### src/rtl/gf_mult_pkg.sv
// Shared types and constants for the multi-mode sequential GF/integer multiplier.
// Provides the FSM state encoding, the operating-mode codes and the operand-width port sizing helper.
package gf_mult_pkg;

    typedef enum logic [1:0] {
        ST_IDLE   = 2'd0,
        ST_MULT   = 2'd1,
        ST_REDUCE = 2'd2,
        ST_DONE   = 2'd3
    } state_t;

    localparam logic [1:0] MODE_INT = 2'd0;
    localparam logic [1:0] MODE_CL  = 2'd1;
    localparam logic [1:0] MODE_GF  = 2'd2;

    // Width of a field able to hold any operand width from 0 up to dw inclusive.
    function automatic int width_bits(input int dw);
        return $clog2(dw) + 1;
    endfunction

endpackage

### src/rtl/gf_digit_step.sv
// One multiply step: folds a shifted copy of operand a into the accumulator
// for every set bit of the current digit of b, with integer add or carry-less XOR.
module gf_digit_step #(
    parameter int DATA_WIDTH  = 32,
    parameter int DIGIT_WIDTH = 4,
    parameter int IDX_WIDTH   = 4
) (
    input  logic [2*DATA_WIDTH-1:0] i_acc,
    input  logic [DATA_WIDTH-1:0]   i_a,
    input  logic [DIGIT_WIDTH-1:0]  i_digit,
    input  logic [IDX_WIDTH-1:0]    i_digit_idx,
    input  logic                    i_carry,
    output logic [2*DATA_WIDTH-1:0] o_acc
);

    localparam int ACC_W = 2 * DATA_WIDTH;

    logic [ACC_W-1:0] w_sum;
    logic [ACC_W-1:0] w_term;

    always_comb begin
        w_sum  = i_acc;
        w_term = '0;
        for (int j = 0; j < DIGIT_WIDTH; j++) begin
            w_term = ACC_W'(i_a) << (32'(i_digit_idx) * DIGIT_WIDTH + j);
            if (i_digit[j]) begin
                w_sum = i_carry ? (w_sum + w_term) : (w_sum ^ w_term);
            end
        end
    end

    assign o_acc = w_sum;

endmodule

### src/rtl/gf_seq_mult.sv
// Digit-serial multiplier with integer, carry-less and GF(2^m) modes.
// The FSM latches masked operands, runs the digit steps, then reduces bit by bit in GF mode.
module gf_seq_mult
    import gf_mult_pkg::*;
#(
    parameter int DATA_WIDTH  = 32,
    parameter int DIGIT_WIDTH = 4
) (
    input  logic                                clk,
    input  logic                                rst_n,
    input  logic                                op_enable,
    input  logic [1:0]                          op_mode,
    input  logic [width_bits(DATA_WIDTH)-1:0]   in_width,
    input  logic [DATA_WIDTH-1:0]               in_mult_a,
    input  logic [DATA_WIDTH-1:0]               in_mult_b,
    input  logic [DATA_WIDTH-1:0]               in_poly,
    output logic [2*DATA_WIDTH-1:0]             out_mult_result,
    output logic                                op_finish,
    output logic                                op_busy
);

    localparam int WW    = width_bits(DATA_WIDTH);
    localparam int ACC_W = 2 * DATA_WIDTH;
    localparam int NDIG  = (DATA_WIDTH + DIGIT_WIDTH - 1) / DIGIT_WIDTH;
    localparam int IW    = $clog2(NDIG + 1);
    localparam int RW    = $clog2(ACC_W);

    state_t                r_state;
    state_t                w_next_state;
    logic [1:0]            r_mode;
    logic [WW-1:0]         r_width;
    logic [DATA_WIDTH-1:0] r_a;
    logic [DATA_WIDTH-1:0] r_b;
    logic [DATA_WIDTH-1:0] r_poly;
    logic [ACC_W-1:0]      r_acc;
    logic [IW-1:0]         r_digit;
    logic [RW-1:0]         r_red_idx;
    logic [ACC_W-1:0]      r_result;
    logic                  r_finish;

    logic [WW-1:0]          w_width_clamped;
    logic [DATA_WIDTH-1:0]  w_in_mask;
    logic [IW-1:0]          w_last_digit;
    logic [DIGIT_WIDTH-1:0] w_digit;
    logic                   w_carry;
    logic [ACC_W-1:0]       w_acc_step;
    logic [RW-1:0]          w_red_shift;
    logic [ACC_W-1:0]       w_red_term;
    logic [ACC_W-1:0]       w_acc_reduced;

    // Width 0 means a 1-bit operand; anything above DATA_WIDTH saturates.
    always_comb begin
        w_width_clamped = in_width;
        if (in_width == '0) begin
            w_width_clamped = WW'(1);
        end else if (in_width > WW'(DATA_WIDTH)) begin
            w_width_clamped = WW'(DATA_WIDTH);
        end
    end

    assign w_in_mask    = DATA_WIDTH'((ACC_W'(1) << w_width_clamped) - ACC_W'(1));
    assign w_last_digit = IW'((32'(r_width) + DIGIT_WIDTH - 1) / DIGIT_WIDTH - 1);
    assign w_digit      = DIGIT_WIDTH'(r_b >> (32'(r_digit) * DIGIT_WIDTH));
    assign w_carry      = (r_mode == MODE_INT);

    gf_digit_step #(
        .DATA_WIDTH  (DATA_WIDTH),
        .DIGIT_WIDTH (DIGIT_WIDTH),
        .IDX_WIDTH   (IW)
    ) u_step (
        .i_acc       (r_acc),
        .i_a         (r_a),
        .i_digit     (w_digit),
        .i_digit_idx (r_digit),
        .i_carry     (w_carry),
        .o_acc       (w_acc_step)
    );

    // Clearing bit i subtracts x^(i-w) * (x^w + poly); lower bits absorb the poly terms.
    assign w_red_shift   = RW'(r_red_idx - RW'(r_width));
    assign w_red_term    = (ACC_W'(1) << r_red_idx) | (ACC_W'(r_poly) << w_red_shift);
    assign w_acc_reduced = r_acc[r_red_idx] ? (r_acc ^ w_red_term) : r_acc;

    always_ff @(posedge clk or negedge rst_n) begin
        if (!rst_n) begin
            r_state <= ST_IDLE;
        end else begin
            r_state <= w_next_state;
        end
    end

    always_comb begin
        w_next_state = r_state;
        op_busy      = 1'b0;
        case (r_state)
            ST_IDLE: begin
                if (op_enable) begin
                    w_next_state = ST_MULT;
                end
            end
            ST_MULT: begin
                op_busy = 1'b1;
                if (!op_enable) begin
                    w_next_state = ST_IDLE;
                end else if (r_digit == w_last_digit) begin
                    w_next_state = (r_mode == MODE_GF && r_width > WW'(1)) ? ST_REDUCE : ST_DONE;
                end
            end
            ST_REDUCE: begin
                op_busy = 1'b1;
                if (!op_enable) begin
                    w_next_state = ST_IDLE;
                end else if (r_red_idx == RW'(r_width)) begin
                    w_next_state = ST_DONE;
                end
            end
            ST_DONE: begin
                if (!op_enable) begin
                    w_next_state = ST_IDLE;
                end
            end
            default: w_next_state = ST_IDLE;
        endcase
    end

    // The result register loads from the final accumulator value on the edge that enters DONE.
    always_ff @(posedge clk or negedge rst_n) begin
        if (!rst_n) begin
            r_mode    <= '0;
            r_width   <= '0;
            r_a       <= '0;
            r_b       <= '0;
            r_poly    <= '0;
            r_acc     <= '0;
            r_digit   <= '0;
            r_red_idx <= '0;
            r_result  <= '0;
            r_finish  <= 1'b0;
        end else begin
            case (r_state)
                ST_IDLE: begin
                    if (op_enable) begin
                        r_mode  <= op_mode;
                        r_width <= w_width_clamped;
                        r_a     <= in_mult_a & w_in_mask;
                        r_b     <= in_mult_b & w_in_mask;
                        r_poly  <= in_poly & w_in_mask;
                        r_acc   <= '0;
                        r_digit <= '0;
                    end
                end
                ST_MULT: begin
                    if (op_enable) begin
                        r_acc     <= w_acc_step;
                        r_digit   <= r_digit + IW'(1);
                        r_red_idx <= RW'(2 * 32'(r_width) - 2);
                        if (w_next_state == ST_DONE) begin
                            r_result <= w_acc_step;
                            r_finish <= 1'b1;
                        end
                    end
                end
                ST_REDUCE: begin
                    if (op_enable) begin
                        r_acc     <= w_acc_reduced;
                        r_red_idx <= r_red_idx - RW'(1);
                        if (w_next_state == ST_DONE) begin
                            r_result <= w_acc_reduced;
                            r_finish <= 1'b1;
                        end
                    end
                end
                ST_DONE: begin
                    if (!op_enable) begin
                        r_finish <= 1'b0;
                    end
                end
                default: r_finish <= 1'b0;
            endcase
        end
    end

    assign out_mult_result = r_result;
    assign op_finish       = r_finish;

endmodule
### config.mk
export PLATFORM = sky130hd
export DESIGN_NAME = gf_seq_mult
export DESIGN_NICKNAME = d
export VERILOG_FILES = /design/src/rtl/gf_mult_pkg.sv /design/src/rtl/gf_digit_step.sv /design/src/rtl/gf_seq_mult.sv
export SDC_FILE = /design/constraint.sdc
export NUM_CORES = 2
export LEC_CHECK = 0
export ABC_AREA = 1
export CORE_UTILIZATION = 35
export DETAILED_ROUTE_END_ITERATION = 10
export SKIP_CTS_REPAIR_TIMING = 1
export SYNTH_ARGS = -nofsm -noshare
export SYNTH_HDL_FRONTEND = slang
export SYNTH_SLANG_ARGS = --single-unit
export TNS_END_PERCENT = 50
### constraint.sdc
create_clock -name clk -period 10.9 [get_ports clk]
set_clock_uncertainty 0.05 [all_clocks]
set_input_delay 1.635 -clock clk [delete_from_list [all_inputs] [get_ports clk]]
set_output_delay 1.635 -clock clk [all_outputs]
set_load 0.005 [all_outputs]
==> out/metrics.csv <==
metric,value,unit
dr.first_iter.drc_count,5216,
path_class,flip-flop to flip-flop,
rsz0062_at_grt,true,
crit_fanout,15,
synth_top_family_by_area,simple AND/OR/NAND/NOR gates,
via_per_inst,5.563,
synth-edff-count,0,
worst_slack,0.5810,ns
finalMaxSlewViolations,0,
clock_latency,0.65,ns
grt_max_degree,138,
ant_nets,0,
clk_pin_slew,0.07,ns
grt-ovfl-total,0,
max_cap_viol_count,0,
synth_fa_ha_area_frac,0.07059,
synth-seq-cells,245,
cp.arrival,10.85,ns
holdWs,0.4269,ns
hp-class,flip-flop to flip-flop,
relSlewSlack,0.2769,
grt_first_pass_wirelength,278.1,mm
cp.required,11.43,ns
final.period_utilization,0.9467,
cts_tree,built,
synth_compound_area_frac,0.2147,
hold_viol,0,
syn_area_per_cell,5.699,µm²
portBuffers,172,
status,"finished, final reports clean",
ys_warn_count,0,
layout.nets,7340,
setup_violations,0,
synthDistinctLibCells,67,
synthMuxAreaShare,0.004849,
cp_top_family,simple AND/OR/NAND/NOR gates,
dp_hpwl,153.6,mm
worst-path-buf-inv,15,
grt_pass1_vias,43290,
core,0.1053,mm²
row_count,119,
numCtsBuffers,37,
clockBufferDepth,3,
initial_core_util,0.3529,
root_buffer,clkbuf_16,
syn2layout_area_growth,24.41,%
finalWorstPathRequiredPeriod,10.32,ns
cp_slowest_cell,dfrtp_1,
gp_congestion,1.038,
antenna_found_initial,5,
die_x,327.8,µm
fmax,0.09691,GHz
tns,0,ns
wirelength,190.6,mm
cts_max_level,2,
num_io_pins,173,
grt.total_usage,0.3438,
multi_input_area,0.02802,mm²
syn_inst,6519,
wire_per_inst,22.56,µm
synth-simple-area-share,0.3926,
ys.flop_type,dfrtp_1,
cts_sinks,245,
route.detailed.drc,0,
syn-num-nets,6835,
syn-cell-area,0.03715,mm²
synthXorXnorAreaFrac,0.04455,
die-height,327.8,µm
cpPeakStageDelay,0.39,ns
firstDrtPassIters,8,
die_area,0.1075,mm²
worst_path_most_repeated_cell,nand2_1,
nFillCells,11520,
crit_path_end_kind,flip-flop,
num_vias,46990,
async_flop_share,1.000,
post-place-ws,-0.1181,ns
crit_path_start_kind,flip-flop,
tightest_slew,1.075,ns
drive_gt1_frac,0.1558,
regArea,0.006133,mm²
ys_seq_area_frac,0.1650,
kinds of logic after synthesis:
kind of cell / after synthesis
fa+ha+maj: 209
xor+xnor: 189
mux: 18
other cells: 1
buf+inv: 1013
simple gates: 3396
flops: 245
compound gates: 1448
synth_stat cells, drive strengths merged, types with 3 or more instances:
| cell type | instances | area share |
|---|---|---|
| a31oi | 95 | 0.016 |
| nand3 | 568 | 0.083 |
| buf | 100 | 0.015 |
| o211ai | 18 | 0.0036 |
| o311ai | 3 | 0.00071 |
| o22ai | 61 | 0.010 |
| or2 | 58 | 0.0098 |
| o21a | 29 | 0.0059 |
| o21bai | 14 | 0.0028 |
| clkinv | 13 | 0.0013 |
| nor4 | 10 | 0.0017 |
| o221ai | 45 | 0.011 |
| nand3b | 15 | 0.0030 |
| nor3 | 67 | 0.0092 |
| nor2 | 569 | 0.061 |
| a22oi | 3 | 0.00061 |
| a21o | 8 | 0.0016 |
| inv | 723 | 0.073 |
| nand4 | 55 | 0.010 |
| nor3b | 5 | 0.0010 |
| clkbuf | 177 | 0.018 |
| xor2 | 128 | 0.030 |
| ha | 208 | 0.070 |
| a21boi | 13 | 0.0026 |
| xnor2 | 61 | 0.014 |
| o21ai | 707 | 0.096 |
| mux2i | 18 | 0.0048 |
| nand2 | 2045 | 0.21 |
| a21oi | 423 | 0.058 |
| a211oi | 7 | 0.0014 |
| o2111ai | 4 | 0.00094 |
| a41oi | 3 | 0.00071 |
| o31ai | 5 | 0.0010 |
| dfrtp | 245 | 0.17 |
state kept, by name, summed over array words and instances, names as in the netlist:
| signal | flops |
|---|---|
| out_mult_result | 64 |
| r_acc | 64 |
| r_red_idx | 6 |
| r_state | 2 |
| r_mode | 2 |
| r_digit | 4 |
| r_b | 32 |
| r_a | 32 |
| op_finish | 1 |
| r_poly | 32 |
| r_width | 6 |
area by class of cell:
type | instances | area share
inverter | 736 | 0.06031
timing repair inverter | 1 | 0.0001895
timing repair buffer | 742 | 0.1338
tap | 1391 | 0.03765
multi-input combinational | 5261 | 0.6062
sequential | 245 | 0.1327
clock buffer | 50 | 0.02217
clock inverter | 18 | 0.006822
antenna | 2 | 0.0001083
layout by cell type, fill, tap and decap left out, types with 14 or more instances in the layout:
cell                n
nand3b_1           15
nor2_2             53
clkdlybuf4s50_1   171
inv_2              43
inv_1             675
o22ai_1            52
o21a_1             29
nand2_1          1937
nand2_2           100
nor2_4             17
xor2_1            125
mux2i_1            18
dfrtp_1           243
a31oi_1            88
o221ai_1           43
o21ai_1            87
nand3_1           522
o21ai_2            37
nand4_1            52
buf_4             552
clkbuf_16          39
o21bai_1           14
nand3_2            40
xnor2_1            60
o21ai_0           582
ha_4               19
a21oi_1           392
a21oi_2            30
or2_2              52
ha_1              183
nor2_1            499
o211ai_1           18
nor3_1             57
worst paths after layout:
check	slack (ns)	from	endpoint	cells after the start
max	0.58	r_digit[2]$_DFFE_PN0P_	r_acc[44]$_DFFE_PN0P_	69
min	0.43	r_b[15]$_DFFE_PN0P_	r_b[15]$_DFFE_PN0P_	2
max reg2reg	0.58	r_digit[2]$_DFFE_PN0P_	r_acc[44]$_DFFE_PN0P_	69
min reg2reg	0.43	r_b[15]$_DFFE_PN0P_	r_b[15]$_DFFE_PN0P_	2
max in group asynchronous	8.51	rst_n	out_mult_result[30]$_DFFE_PN0P_	2
min in group asynchronous	0.88	rst_n	r_acc[55]$_DFFE_PN0P_	1
metrics by stage:
step,utilization,instances,cell area [µm²]
2_1_floorplan,-,6519,37150
3_5_place_dp,0.4149,8343,43680
5_1_grt,0.4390,8444,46220
4_1_cts,0.4277,8411,45020
3_3_place_gp,0.4149,8343,43680
6_report,0.4391,8446,46220
worst reg2reg max path, delay by kind of cell, from the launching register on:
family                     cells  cell delay, ns
buffers and inverters         15            2.00
and+or+nand+nor               32            3.81
xor gates and xnor gates       3            0.46
adders and majority gates      3            0.89
AOI/OAI and AO/OA             16            2.68
DFF                            1            0.39
layer usage:
metal  global-route usage  share of wire  vias to the layer above
li1                     -              -                    22570
met1               0.4912           0.45                    21770
met2               0.5000           0.40                     2256
met3              0.06184          0.095                      388
met4               0.1498          0.052                        4
met5                    0        0.00014                        -
Power is left out: the tool's default activity adds up to more than one toggle a clock period on the data nets, which glitch-free logic cannot reach.
